$ cat src/rtl/joy_pkg.sv
// -----------------------------------------------------------------------------
// joy_pkg
// Shared definitions for the board's gamepad / joystick input logic.
//   - pad_state_e : states of the NES pad latch-and-shift transaction
//   - BTN_*       : bit positions of each button in the published button vector
//   - HALF_25MHZ  : pad half-period in 25 MHz cycles (6 us)
// -----------------------------------------------------------------------------
package joy_pkg;

  typedef enum logic [2:0] {
    ST_IDLE   = 3'd0,
    ST_LATCH  = 3'd1,
    ST_SETTLE = 3'd2,
    ST_CLK_HI = 3'd3,
    ST_CLK_LO = 3'd4,
    ST_DONE   = 3'd5
  } pad_state_e;

  localparam int NUM_BUTTONS = 8;

  localparam int BTN_A      = 0;
  localparam int BTN_B      = 1;
  localparam int BTN_SELECT = 2;
  localparam int BTN_START  = 3;
  localparam int BTN_UP     = 4;
  localparam int BTN_DOWN   = 5;
  localparam int BTN_LEFT   = 6;
  localparam int BTN_RIGHT  = 7;

  // 150 cycles of the 25 MHz pixel clock = 6 us.
  localparam int HALF_25MHZ = 150;

endpackage

$ cat src/rtl/sync2.sv
// -----------------------------------------------------------------------------
// sync2
// Two-flop synchronizer for a single asynchronous board input.
//   RESET_VAL : value both flops take during reset (the input's idle level)
//   clk       : destination clock
//   reset     : asynchronous, active-high reset
//   d         : asynchronous input
//   q         : synchronized output, two cycles of latency
// -----------------------------------------------------------------------------
module sync2 #(
  parameter logic RESET_VAL = 1'b0
) (
  input  logic clk,
  input  logic reset,
  input  logic d,
  output logic q
);

  logic meta_q;
  logic sync_q;

  // NOTE: sequential state is assigned with non-blocking (<=) so every flop
  // samples the pre-edge value of its source, giving a true two-stage chain.
  always_ff @(posedge clk or posedge reset) begin
    if (reset) begin
      meta_q <= RESET_VAL;
      sync_q <= RESET_VAL;
    end else begin
      meta_q <= d;
      sync_q <= meta_q;
    end
  end

  assign q = sync_q;

endmodule

$ cat src/rtl/nes_pad_reader.sv
// -----------------------------------------------------------------------------
// nes_pad_reader
// Reads a NES-style latch/clock/data gamepad once per poll strobe and presents
// the eight buttons as registered, active-high states.
//   HALF      : pad half-period in clk cycles (4..4095)
//   clk       : system (pixel) clock
//   reset     : asynchronous, active-high reset
//   poll      : one-cycle start strobe, ignored while a transaction runs
//   pad_data  : serial data from the pad, active-low, asynchronous
//   pad_latch : latch pulse to the pad
//   pad_clk   : shift clock to the pad, idle low
//   busy      : transaction in progress (through the valid cycle)
//   valid     : one-cycle pulse in the cycle buttons takes a new value
//   buttons   : A,B,Select,Start,Up,Down,Left,Right at bits 0..7
//   up/down/left/right : aliases of buttons[4..7]
// -----------------------------------------------------------------------------
module nes_pad_reader
  import joy_pkg::*;
#(
  parameter int HALF = HALF_25MHZ
) (
  input  logic       clk,
  input  logic       reset,
  input  logic       poll,
  input  logic       pad_data,
  output logic       pad_latch,
  output logic       pad_clk,
  output logic       busy,
  output logic       valid,
  output logic [7:0] buttons,
  output logic       up,
  output logic       down,
  output logic       left,
  output logic       right
);

  localparam int TW = $clog2(2 * HALF);

  localparam logic [TW-1:0] HALF_LAST  = TW'(HALF - 1);
  localparam logic [TW-1:0] LATCH_LAST = TW'(2 * HALF - 1);

  pad_state_e state_q, state_d;

  logic [TW-1:0] timer_q, timer_d;
  logic [2:0]    bit_q, bit_d;
  logic [7:0]    shreg_q, shreg_d;
  logic [7:0]    buttons_q, buttons_d;

  logic pad_latch_q, pad_latch_d;
  logic pad_clk_q, pad_clk_d;
  logic busy_q, busy_d;
  logic valid_q, valid_d;

  logic data_sync;
  logic half_done;

  // Pad idles high (no button pressed), so the synchronizer resets to 1.
  sync2 #(
    .RESET_VAL (1'b1)
  ) u_sync_data (
    .clk   (clk),
    .reset (reset),
    .d     (pad_data),
    .q     (data_sync)
  );

  assign half_done = (timer_q == HALF_LAST);

  // ---------------------------------------------------------------------------
  // State register. The pad-facing outputs are registered from the next-state
  // decode so they change cleanly on the clock edge together with the state.
  // ---------------------------------------------------------------------------
  always_ff @(posedge clk or posedge reset) begin
    if (reset) begin
      state_q     <= ST_IDLE;
      timer_q     <= '0;
      bit_q       <= '0;
      // The shift register has no observable effect until all 8 bits are
      // re-sampled, but resetting it keeps simulation free of X.
      shreg_q     <= '1;
      buttons_q   <= '0;
      pad_latch_q <= 1'b0;
      pad_clk_q   <= 1'b0;
      busy_q      <= 1'b0;
      valid_q     <= 1'b0;
    end else begin
      state_q     <= state_d;
      timer_q     <= timer_d;
      bit_q       <= bit_d;
      shreg_q     <= shreg_d;
      buttons_q   <= buttons_d;
      pad_latch_q <= pad_latch_d;
      pad_clk_q   <= pad_clk_d;
      busy_q      <= busy_d;
      valid_q     <= valid_d;
    end
  end

  // ---------------------------------------------------------------------------
  // Next-state logic: transitions, per-state timer, bit sampling.
  // ---------------------------------------------------------------------------
  always_comb begin
    // NOTE: every signal driven here gets a default first, so no path through
    // the case statement leaves one unassigned and no latch is inferred.
    state_d   = state_q;
    timer_d   = timer_q + TW'(1);
    bit_d     = bit_q;
    shreg_d   = shreg_q;
    buttons_d = buttons_q;

    unique case (state_q)
      ST_IDLE: begin
        timer_d = '0;
        if (poll) begin
          state_d = ST_LATCH;
          bit_d   = '0;
        end
      end

      ST_LATCH: begin
        if (timer_q == LATCH_LAST) begin
          state_d = ST_SETTLE;
          timer_d = '0;
        end
      end

      // The pad presents A as soon as it is latched; sample it HALF cycles
      // after the latch falls.
      ST_SETTLE: begin
        if (half_done) begin
          shreg_d[bit_q] = data_sync;
          bit_d          = bit_q + 3'd1;
          state_d        = ST_CLK_HI;
          timer_d        = '0;
        end
      end

      ST_CLK_HI: begin
        if (half_done) begin
          state_d = ST_CLK_LO;
          timer_d = '0;
        end
      end

      ST_CLK_LO: begin
        if (half_done) begin
          shreg_d[bit_q] = data_sync;
          timer_d        = '0;
          if (bit_q == 3'd7) begin
            // Publish on entry to DONE so buttons changes in the valid cycle.
            buttons_d = ~{data_sync, shreg_q[6:0]};
            state_d   = ST_DONE;
          end else begin
            bit_d   = bit_q + 3'd1;
            state_d = ST_CLK_HI;
          end
        end
      end

      ST_DONE: begin
        timer_d = '0;
        state_d = ST_IDLE;
      end

      default: begin
        timer_d = '0;
        state_d = ST_IDLE;
      end
    endcase
  end

  // ---------------------------------------------------------------------------
  // Output decode of the next state; registered above.
  // ---------------------------------------------------------------------------
  always_comb begin
    pad_latch_d = (state_d == ST_LATCH);
    pad_clk_d   = (state_d == ST_CLK_HI);
    busy_d      = (state_d != ST_IDLE);
    valid_d     = (state_d == ST_DONE);
  end

  assign pad_latch = pad_latch_q;
  assign pad_clk   = pad_clk_q;
  assign busy      = busy_q;
  assign valid     = valid_q;
  assign buttons   = buttons_q;

  assign up    = buttons_q[BTN_UP];
  assign down  = buttons_q[BTN_DOWN];
  assign left  = buttons_q[BTN_LEFT];
  assign right = buttons_q[BTN_RIGHT];

endmodule
$ cat config.mk
export PLATFORM = sky130hd
export DESIGN_NAME = nes_pad_reader
export DESIGN_NICKNAME = d
export VERILOG_FILES = /design/src/rtl/joy_pkg.sv /design/src/rtl/sync2.sv /design/src/rtl/nes_pad_reader.sv
export SDC_FILE = /design/constraint.sdc
export NUM_CORES = 1
export LEC_CHECK = 0
export CAP_MARGIN = 20
export CORE_UTILIZATION = 59
export DETAILED_ROUTE_END_ITERATION = 6
export HOLD_SLACK_MARGIN = 0.06
export PLACE_DENSITY_LB_ADDON = 0.12
export REMOVE_ABC_BUFFERS = 1
export SLEW_MARGIN = 20
export SYNTH_ARGS = -nofsm -noshare
export SYNTH_HDL_FRONTEND = slang
export SYNTH_SLANG_ARGS = --single-unit
$ cat constraint.sdc
create_clock -name clk -period 5.8 [get_ports clk]
set_input_delay 0.87 -clock clk [delete_from_list [all_inputs] [get_ports clk]]
set_output_delay 0.87 -clock clk [all_outputs]
set_load 0.1 [all_outputs]
=== After elaboration in Yosys (flattened, before gate mapping) ===
Index checks and enable logic that the tools add are counted.

* Flip-flop bits (word level): 37
* Input port bits: 4
* Output and inout bits: 16

* $add $sub $neg: 2
* $lt $le $gt $ge: 2
* Eq/ne operators: 14
* Muxes and demuxes: 18
* Bitwise operators: 1
* Reductions and logical operators: 9

{| class="wikitable"
|+ Operators with widths
! cell !! number
|-
| $mux 3 || 10
|-
| $mux 9 || 2
|-
| $pmux 9 s2 || 1
|-
| $pmux 3 s5 || 1
|-
| $add 9x1->9 const B || 1
|-
| $eq 3x2->1 const B || 3
|-
| $eq 3x3->1 const B || 3
|-
| $eq 9x8->1 const B || 1
|-
| $eq 9x9->1 const B || 1
|-
| $pmux 3 s3 || 1
|-
| $bwmux 8 || 1
|-
| $ne 2x2->1 const B || 4
|-
| $not 8->8 || 1
|-
| $eq 3x1->1 const B || 2
|-
| $reduce_bool 3->1 || 2
|-
| $reduce_and 5->1 || 1
|-
| $lt 3x4->1 const B || 1
|-
| $add 3x1->3 const B || 1
|-
| $demux 1 s3 || 1
|-
| $ge 3x1->1 const B || 1
|-
| $logic_not 3->1 || 1
|-
| $reduce_and 3->1 || 1
|-
| $reduce_or 3->1 || 1
|-
| $reduce_and 2->1 || 1
|-
| 3 further kinds || 3
|}

=== Depth between registers and ports, before layout ===
Gate-level depths: netlist of the first run.

* Depth in word-level cells: 5
* Mapped depth: 8
* Depth with buffers taken out: 6

=== Modules after synthesis ===
Synthesis of the first run repeated with hierarchy kept, for this count alone.

* Cells, all modules: 159
* Area total of the unflattened synthesis: 1767.9 µm²

{| class="wikitable"
|+ By module, submodules not included
! module !! times used !! cells each !! area an instance (µm²) !! sequential area each (µm²)
|-
| nes_pad_reader || 1 || 156 || 1711.6 || 859.6
|-
| sync2 || 1 || 3 || 56.3 || 52.6
|}

=== Least setup slack after synthesis of the first run ===
Ideal clock, no wire load.

* Path type: register -> output
* Start point: register buttons_q[7] (netlist: buttons[7])
* End point: output port buttons[7]
* Arrival time: 1.354 ns
* Data required time: 4.930 ns
* Path slack: 3.576 ns
* Cell stages (with the launch flop): 2
* Path buffers: 1
* Cell sequence: dfrtp_1 > buf_4

{| class="wikitable"
|+ RTL lines
! item !! line !! text
|-
| start: declaration || nes_pad_reader.sv:47 || <nowiki>logic [7:0] buttons_q, buttons_d;</nowiki>
|-
| start signal: assignment || nes_pad_reader.sv:91 || <nowiki>buttons_q <= buttons_d;</nowiki>
|-
| end: declaration || nes_pad_reader.sv:30 || <nowiki>output logic [7:0] buttons,</nowiki>
|}

No word-level cell between the ends.

=== Worst setup path in the final report of the first run ===
* Start point: register buttons_q[4] (netlist: buttons[4])
* End point: output port buttons[4]

No word-level cell between the ends.

==> run metrics, run 1 <==
# fillers 221; final setup violating endpoints 0; Syn Area/Cell 11.8 um2; Row Count 19; RR Endpoint buttons[3]; vias per inst 5.93; PwrDens 215 mW/mm2; FF/Latch Area 912 um2; Total Power 432 uW; DPL Wire Length 1990 um; post_cts resized 0; type of the most critical hold path reg -> reg; critical path, cell by cell clkdlybuf4s50_1; Worst EP required 4.93 ns; Crit path arrival time 1.89 ns; share of post-route cells with drive strength above 1 0.268; r2r setup slk 3.51 ns; CP Capture Type primary output; Inserted Clock Buffers 5; area of the multi-input gates 772 um2; status finished with violations; Initial Util 0.629; clock sink count 36; pin count of the biggest net entering global routing 37; type of origin of the critical path flop; max incr delay on CP 1.15 ns; unrepaired setup endpoints after global routing false; worst rel slew slack 0.345; drt pass-1 iters 6; Static Leak 0.000854 uW; die height 56.7 um; Die Wd 56.7 um; Final GP Congestion 0.838; GR Util All Layers 0.225; Final TNS setup 0 ns; synth warn 0; post-route ant nets 0; worst hold start u_sync_data.meta_q; H-tree depth 2; Worst R2R Start bit_q[0]; # diodes 0; CP delay by family, top buffers and inverters; Clk pwr share 0.395; vias in the first global route 1215; pre-CTS setup slack 3.43 ns; Reg clk slew, reported paths 0.10 ns; Clock Latency Late Sink 0.34 ns; Max Fclk 363 MHz; antenna violations before repair 0; Synth cell types 47; drt total wl 2930 um; violated checks DRC; WL per Instance 14.7 um; post-synthesis sequential area ratio 0.517; Hold Crit Depth 0; PortBufs 19; Post-Place Cell Area 0.00194 mm2; GRT Residual Overflow 0; worst r2r path cells 6; worst slew pin tran 0.980 ns; CTS tree done; Cells after DPL 191; Endpoint, Worst Hold u_sync_data.q; io pins 20; Post-Synthesis Cells 149; post-CTS setup buffers 0; Synth Flop Type dfrtp_1; commonest non-fill, non-tap cells in the layout dfrtp_1, clkdlybuf4s50_1, nor2_1; Die ar. 0.00321 mm2; Layout area overhead 14.0%; worst setup margin 3.04 ns; clock skew 0.0128 ns; Final #Nets 175; EDFF count, synth 0; first-iteration detailed-routing DRC count 23; detailed-route via count 1181; Slew Limit Fails 0; WP buf/inv 1; remaining routing DRC violations 8; Mapped Area 0.00177 mm2; final hold viol count 0; max-cap violations 0; most common cell after layout, fill and taps aside dfrtp_1; Gate power share 0.018; Layout Cells excl Fill 199; first-pass GRT wire length 5390 um; Yosys reg bits 36; crit-path max FO 3; CP max stage cell clkdlybuf4s50_1; fin crit period 2.76 ns; CTS Root Cell clkbuf_4; Net Sw Frac 0.200; switching power 86.5 uW; CTS Hold Bufs 0; cell-internal power 345 uW; register share of total power 0.587; critical setup path kind reg -> out; period utilization 0.475; asr flop ratio synth 1.00; Max rail drop VDD 0.167 mV; cell area after layout 0.00201 mm2; core area 0.00281 mm2; clk buf depth 2
-- metrics by stage --
step                hold WS [ns]   util
finish                     0.363  0.717
CTS                        0.365  0.717
detailed placement         0.349  0.690
floorplan                  0.345      -
global placement           0.347  0.690
global route               0.368  0.717
-- registers in the layout, indices dropped and copies added, names as in the netlist --
register / count
u_sync_data.meta_q: 1
u_sync_data.q: 1
busy: 1
bit_q: 3
buttons: 8
shreg_q: 7
pad_clk: 1
valid: 1
state_q: 3
pad_latch: 1
timer_q: 9
-- cells by family after synthesis --
kind of cell / after synthesis / share of synthesized area
XOR/XNOR: 9 / 0.0447
flip-flops: 36 / 0.517
adder cells (fa/ha/maj): 4 / 0.0283
multiplexers: 9 / 0.0567
AO/OA/AOI/OAI: 21 / 0.102
buffers and inverters: 13 / 0.0461
AND/OR/NAND/NOR: 57 / 0.206
-- layout make-up --
cell class,instances,area share
Sequential cell,36,0.453
Multi-Input combinational cell,100,0.384
Timing Repair Buffer,20,0.0983
Clock buffer,6,0.0205
Tap cell,31,0.0193
Clock inverter,2,0.0174
Inverter,4,0.00746
-- how the worst max path moves through the flow --
stage / startpoint / to / slack [ns] / cells past startpoint
2_1_floorplan: buttons[7] / buttons[7] / 3.42 / 0
3_3_place_gp: buttons[7] / right / 3.44 / 1
3_5_place_dp: buttons[4] / buttons[4] / 3.43 / 1
4_1_cts: buttons[4] / buttons[4] / 3.02 / 1
5_1_grt: buttons[7] / right / 2.99 / 1
6_report: buttons[4] / buttons[4] / 3.04 / 1
-- cell usage after synthesis, types with 2 or more instances --
cell,n,share of area
inv_1,4,0.0085
ha_1,4,0.028
or2_2,2,0.0071
dfrtp_1,27,0.38
buf_4,4,0.017
buf_2,2,0.0057
nor2_1,15,0.032
nor2b_1,2,0.0071
xor2_1,7,0.035
nand2_2,2,0.0071
nand3_1,5,0.014
and4bb_2,2,0.014
nand4_1,2,0.0071
nor3b_1,2,0.0085
xnor2_1,2,0.0099
dfstp_2,9,0.13
mux2_2,8,0.051
a21oi_1,2,0.0057
o21ai_2,8,0.040
nand2_1,8,0.017
buf_6,2,0.013
o21ai_0,2,0.0057
nand4b_1,3,0.015
a22o_1,2,0.0099
-- power by group through the flow --
stage               combinational, uW  sequential (uW)  clock [uW]
finish                           7.70              253         171
global route                     9.16              254         185
CTS                              8.17              253         177
floorplan                        4.01              258           0
global placement                 7.89              258           0
detailed placement               8.14              258           0
-- metal layers --
metal | track usage | up-vias | share of wire
met1 | 0.260 | 581 | 0.45
met2 | 0.374 | 24 | 0.48
met5 | 0 | - | 0
li1 | - | 570 | -
met4 | 0.107 | 0 | 0.019
met3 | 0.0737 | 6 | 0.046
(Power assumes the default switching activity.)
==> run 2: changes to the inputs <==
--- a/config.mk
+++ b/config.mk
@@ -6,7 +6,7 @@
 export NUM_CORES = 1
 export LEC_CHECK = 0
 export CAP_MARGIN = 20
-export CORE_UTILIZATION = 59
+export CORE_UTILIZATION = 55
 export DETAILED_ROUTE_END_ITERATION = 6
 export HOLD_SLACK_MARGIN = 0.06
 export PLACE_DENSITY_LB_ADDON = 0.12
==> constraint.sdc (replaced) <==
create_clock -name clk -period 2.7 [get_ports clk]
set_input_delay 0.405 -clock clk [delete_from_list [all_inputs] [get_ports clk]]
set_output_delay 0.405 -clock clk [all_outputs]
set_load 0.1 [all_outputs]
==> run metrics, run 2 (synthesis gave the netlist of run 1 again) <==
cell mode on critical path ha_1; worst slew pin tran 0.745 ns; post_cts resized 0; type of the most critical hold path reg -> reg; Clock Latency Late Sink 0.35 ns; CP max stage cell or4_1; unrepaired setup endpoints after global routing false; # diodes 0; Slew Limit Fails 0; largest reg by FF count timer_q; max FFs per register 9; die height 58.7 um; Post-Place Cell Area 0.00192 mm2; commonest non-fill, non-tap cells in the layout dfrtp_1, buf_4, nor2_1; Worst EP required 2.93 ns; H-tree depth 2; Die ar. 0.00344 mm2; share of post-route cells with drive strength above 1 0.373; most common cell after layout, fill and taps aside dfrtp_1; vias in the first global route 1086; Layout Cells excl Fill 213; Crit path arrival time 2.44 ns; crit-path max FO 16; clock skew 0.0111 ns; max-cap violations 0; GR Util All Layers 0.205; Reg clk slew, reported paths 0.12 ns; Final #Nets 176; Final TNS setup 0 ns; critical setup path kind reg -> reg; GRT Residual Overflow 0; PwrDens 471 mW/mm2; final hold viol count 0; critical path, cell by cell ha_1 -> ha_1 -> inv_1 -> or4_1 -> nand2_1 -> o21ai_2; status complete, no violations; DPL Wire Length 2060 um; Max Fclk 452 MHz; CTS Root Cell clkbuf_4; # fillers 252; antenna violations before repair 0; Cells after DPL 205; first-pass GRT wire length 5150 um; vias per inst 5.45; pin count of the biggest net entering global routing 37; PortBufs 19; core area 0.00305 mm2; detailed-route via count 1160; CTS Hold Bufs 0; Inserted Clock Buffers 5; cell area after layout 0.00200 mm2; Max rail drop VDD 0.337 mV; final setup violating endpoints 0; Row Count 20; remaining routing DRC violations 0; CP delay by family, top simple AND/OR/NAND/NOR gates; Static Leak 0.000886 uW; io pins 20; Initial Util 0.578; type of origin of the critical path flop; fin crit period 2.21 ns; Layout area overhead 13.3%; Total Power 941 uW; period utilization 0.819; clk buf depth 2; CP Capture Type flop; WP buf/inv 1; post-CTS setup buffers 0; first-iteration detailed-routing DRC count 19; worst rel slew slack 0.496; max incr delay on CP 0.86 ns; clock sink count 36; Final GP Congestion 0.868; CTS tree done; drt total wl 3040 um; post-route ant nets 0; WL per Instance 14.3 um; Die Wd 58.7 um; drt pass-1 iters 4
## run 2: cell types whose count changed in the layout (fill, tap and decap cells not counted), sizes merged
cell,change
clkinvlp,+1
clkbuf,-1
buf,+17
clkdlybuf4s50,-16
## run 2: stage by stage
step / utilization / hold WS, ns / setup WS, ns
global placement: 0.629 / 0.348 / 0.556
floorplan: - / 0.345 / 0.695
CTS: 0.655 / 0.368 / 0.473
finish: 0.655 / 0.365 / 0.489
detailed placement: 0.629 / 0.350 / 0.495
global route: 0.655 / 0.368 / 0.324
## run 2: layer usage
layer	track usage	share of wire	vias to the layer above
met4	0.116	0.024	0
li1	-	-	564
met1	0.268	0.48	561
met3	0.0505	0.031	10
met2	0.314	0.46	25
met5	0	0	-
## run 2: final timing paths
| path | start | to | slack (ns) | cells past startpoint |
|---|---|---|---|---|
| setup / recovery | bit_q[0] | buttons[4] | 0.49 | 6 |
| hold / removal | u_sync_data.meta_q | u_sync_data.q | 0.37 | 0 |
| setup reg to reg | bit_q[0] | buttons[4] | 0.49 | 6 |
| hold reg to reg | u_sync_data.meta_q | u_sync_data.q | 0.37 | 0 |
| max in group asynchronous | reset | shreg_q[5] | 1.91 | 3 |
| min in group asynchronous | reset | buttons[2] | 0.44 | 3 |
## run 2: report_power, final
part / internal, uW / switching, uW / leakage, uW / total [uW]
combinational: 5.29 / 11.4 / 0.000404 / 16.7
sequential: 542 / 1.98 / 0.000440 / 544
clock: 193 / 187 / 0.0000412 / 380
total: 741 / 200 / 0.000886 / 941
## run 2: layout make-up
cell class	instances	area, um2	share of cell area
Multi-Input combinational cell	100	772	0.386
Clock inverter	3	42.5	0.0213
Clock buffer	5	37.5	0.0188
Inverter	4	15.0	0.00751
Timing Repair Buffer	21	165	0.0826
Sequential cell	36	912	0.456
Tap cell	44	55.1	0.0275
==> run 3: changes to the inputs <==
--- a/config.mk
+++ b/config.mk
@@ -6,7 +6,7 @@
 export NUM_CORES = 1
 export LEC_CHECK = 0
 export CAP_MARGIN = 20
-export CORE_UTILIZATION = 55
+export CORE_UTILIZATION = 50
 export DETAILED_ROUTE_END_ITERATION = 6
 export HOLD_SLACK_MARGIN = 0.06
 export PLACE_DENSITY_LB_ADDON = 0.12
==> constraint.sdc (replaced) <==
create_clock -name clk -period 1.77 [get_ports clk]
set_input_delay 0.2655 -clock clk [delete_from_list [all_inputs] [get_ports clk]]
set_output_delay 0.2655 -clock clk [all_outputs]
set_load 0.1 [all_outputs]
==> run metrics, run 3 (synthesis gave the netlist of run 1 again) <==
status finished with violations; violated checks setup timing; final hold viol count 0; CTS Hold Bufs 0; Max rail drop VDD 0.487 mV; CP Capture Type flop; cell area after layout 0.00249 mm2; worst slew pin tran 0.435 ns; pin count of the biggest net entering global routing 37; Crit path arrival time 2.04 ns; WL per Instance 15.4 um; max-cap violations 0; detailed-route via count 1296; CTS Root Cell clkbuf_4; Gate power share 0.020; CTS tree done; antenna violations before repair 0; largest reg by FF count timer_q; drt total wl 3700 um; remaining routing DRC violations 0; Clock Latency Late Sink 0.35 ns; register share of total power 0.642; Layout area overhead 40.9%; commonest non-fill, non-tap cells in the layout buf_4, dfrtp_1, nor2_1; clock sink count 36; PortBufs 19; H-tree depth 2; vias per inst 5.40; Die ar. 0.00377 mm2; Static Leak 0.00107 uW; final setup violating endpoints 8; unrepaired setup endpoints after global routing true; drt pass-1 iters 4; Max Fclk 559 MHz; Row Count 21; Net Sw Frac 0.237; # diodes 0; Initial Util 0.525; Worst EP required 2.02 ns; type of origin of the critical path flop; Final #Nets 201; GR Util All Layers 0.223; first-iteration detailed-routing DRC count 34; worst rel slew slack 0.710; Final GP Congestion 0.824; Slew Limit Fails 0; vias in the first global route 1319; Die Wd 61.4 um; # fillers 227; period utilization 1.01; share of post-route cells with drive strength above 1 0.536; worst setup margin -0.0176 ns; crit-path max FO 8; clock skew 0.0101 ns; Post-Place Cell Area 0.00221 mm2; WP buf/inv 2; Clk pwr share 0.338; Reg clk slew, reported paths 0.11 ns; pre-CTS setup slack -0.111 ns; DPL Wire Length 2390 um; critical path, cell by cell inv_1 -> ha_2 -> nand4bb_4 -> or4_4 -> buf_12 -> nand2_1 -> o21ai_2; most common cell after layout, fill and taps aside buf_4; type of the most critical hold path in -> async; PwrDens 520 mW/mm2; clk buf depth 2; critical setup path kind reg -> reg; CP max stage cell or4_4; max incr delay on CP 0.60 ns; Inserted Clock Buffers 5; cell-internal power 988 uW; first-pass GRT wire length 5910 um; CP delay by family, top simple AND/OR/NAND/NOR gates; max FFs per register 9; post-route ant nets 0; fin crit period 1.79 ns; GRT Residual Overflow 0; switching power 307 uW; die height 61.4 um; core area 0.00336 mm2; io pins 20
-- run 3: changes by cell type in the layout (fill, tap and decap cells not counted), moves of 3 or more --
cell | previous run | this run
ha_1 | 4 | 1
buf_4 | 18 | 27
nand2_4 | 0 | 3
buf_12 | 0 | 13
nand2_1 | 8 | 3
-- run 3: what timing repair did --
| item | in CTS | in global routing |
|---|---|---|
| setup buffers | 3 | 3 |
| pin swaps | 4 | 7 |
| cloned | 1 | 0 |
| setup endpoints to repair | 11 | 21 |
| resized for setup | 20 | 12 |
| hold endpoints to repair | 0 | 0 |
-- run 3: power groups by stage --
stage | clock network (uW) | registers (uW) | logic (uW)
final | 438 | 831 | 25.8
after floorplan | 0 | 844 | 13.1
after global placement | 0 | 845 | 25.9
after CTS | 452 | 831 | 26.9
after detailed placement | 0 | 846 | 26.5
after global routing | 493 | 831 | 30.3
-- run 3: metal layers --
| metal | wire, um | track usage | vias up |
|---|---|---|---|
| met5 | 0 | 0 | - |
| met4 | 125 | 0.0952 | 0 |
| met3 | 127 | 0.0651 | 14 |
| met2 | 1830 | 0.371 | 25 |
| met1 | 1620 | 0.271 | 642 |
| li1 | - | - | 615 |
-- run 3: final cells by class --
| type | count | area (um2) | share of cell area |
|---|---|---|---|
| Tap cell | 46 | 57.6 | 0.0231 |
| Inverter | 4 | 15.0 | 0.00604 |
| Sequential cell | 36 | 913 | 0.367 |
| Clock inverter | 3 | 18.8 | 0.00755 |
| Clock buffer | 5 | 37.5 | 0.0151 |
| Multi-Input combinational cell | 100 | 902 | 0.363 |
| Timing Repair Buffer | 46 | 543 | 0.218 |
-- run 3: path summary, 6_finish.rpt --
check / startpoint / endpoint / slack, ns / cells after the start
max: timer_q[1] / buttons[5] / -0.02 / 7
min: reset / buttons[2] / 0.30 / 3
max reg2reg: timer_q[1] / buttons[5] / -0.02 / 7
min reg2reg: u_sync_data.meta_q / u_sync_data.q / 0.37 / 0
max in group asynchronous: reset / shreg_q[0] / 1.13 / 3
min in group clk: pad_data / u_sync_data.meta_q / 0.31 / 1
-- run 3: worst register-to-register path, stage by stage (launching register included) --
cell and delay [ns]:
dfrtp_1 0.40, inv_1 0.06, ha_2 0.18, nand4bb_4 0.15, or4_4 0.60, buf_12 0.18, nand2_1 0.07, o21ai_2 0.05
-- run 3: through the flow --
stage	hold slack (ns)	TNS [ns]	instances	util	total power, uW
after floorplan	0.270	-2.32	140	-	857
after global placement	0.346	-0.267	225	0.656	871
final	0.300	-0.0930	240	0.740	1290
after global routing	0.293	-0.700	240	0.740	1350
after detailed placement	0.351	-0.711	225	0.656	872
after CTS	0.302	-0.109	237	0.714	1310
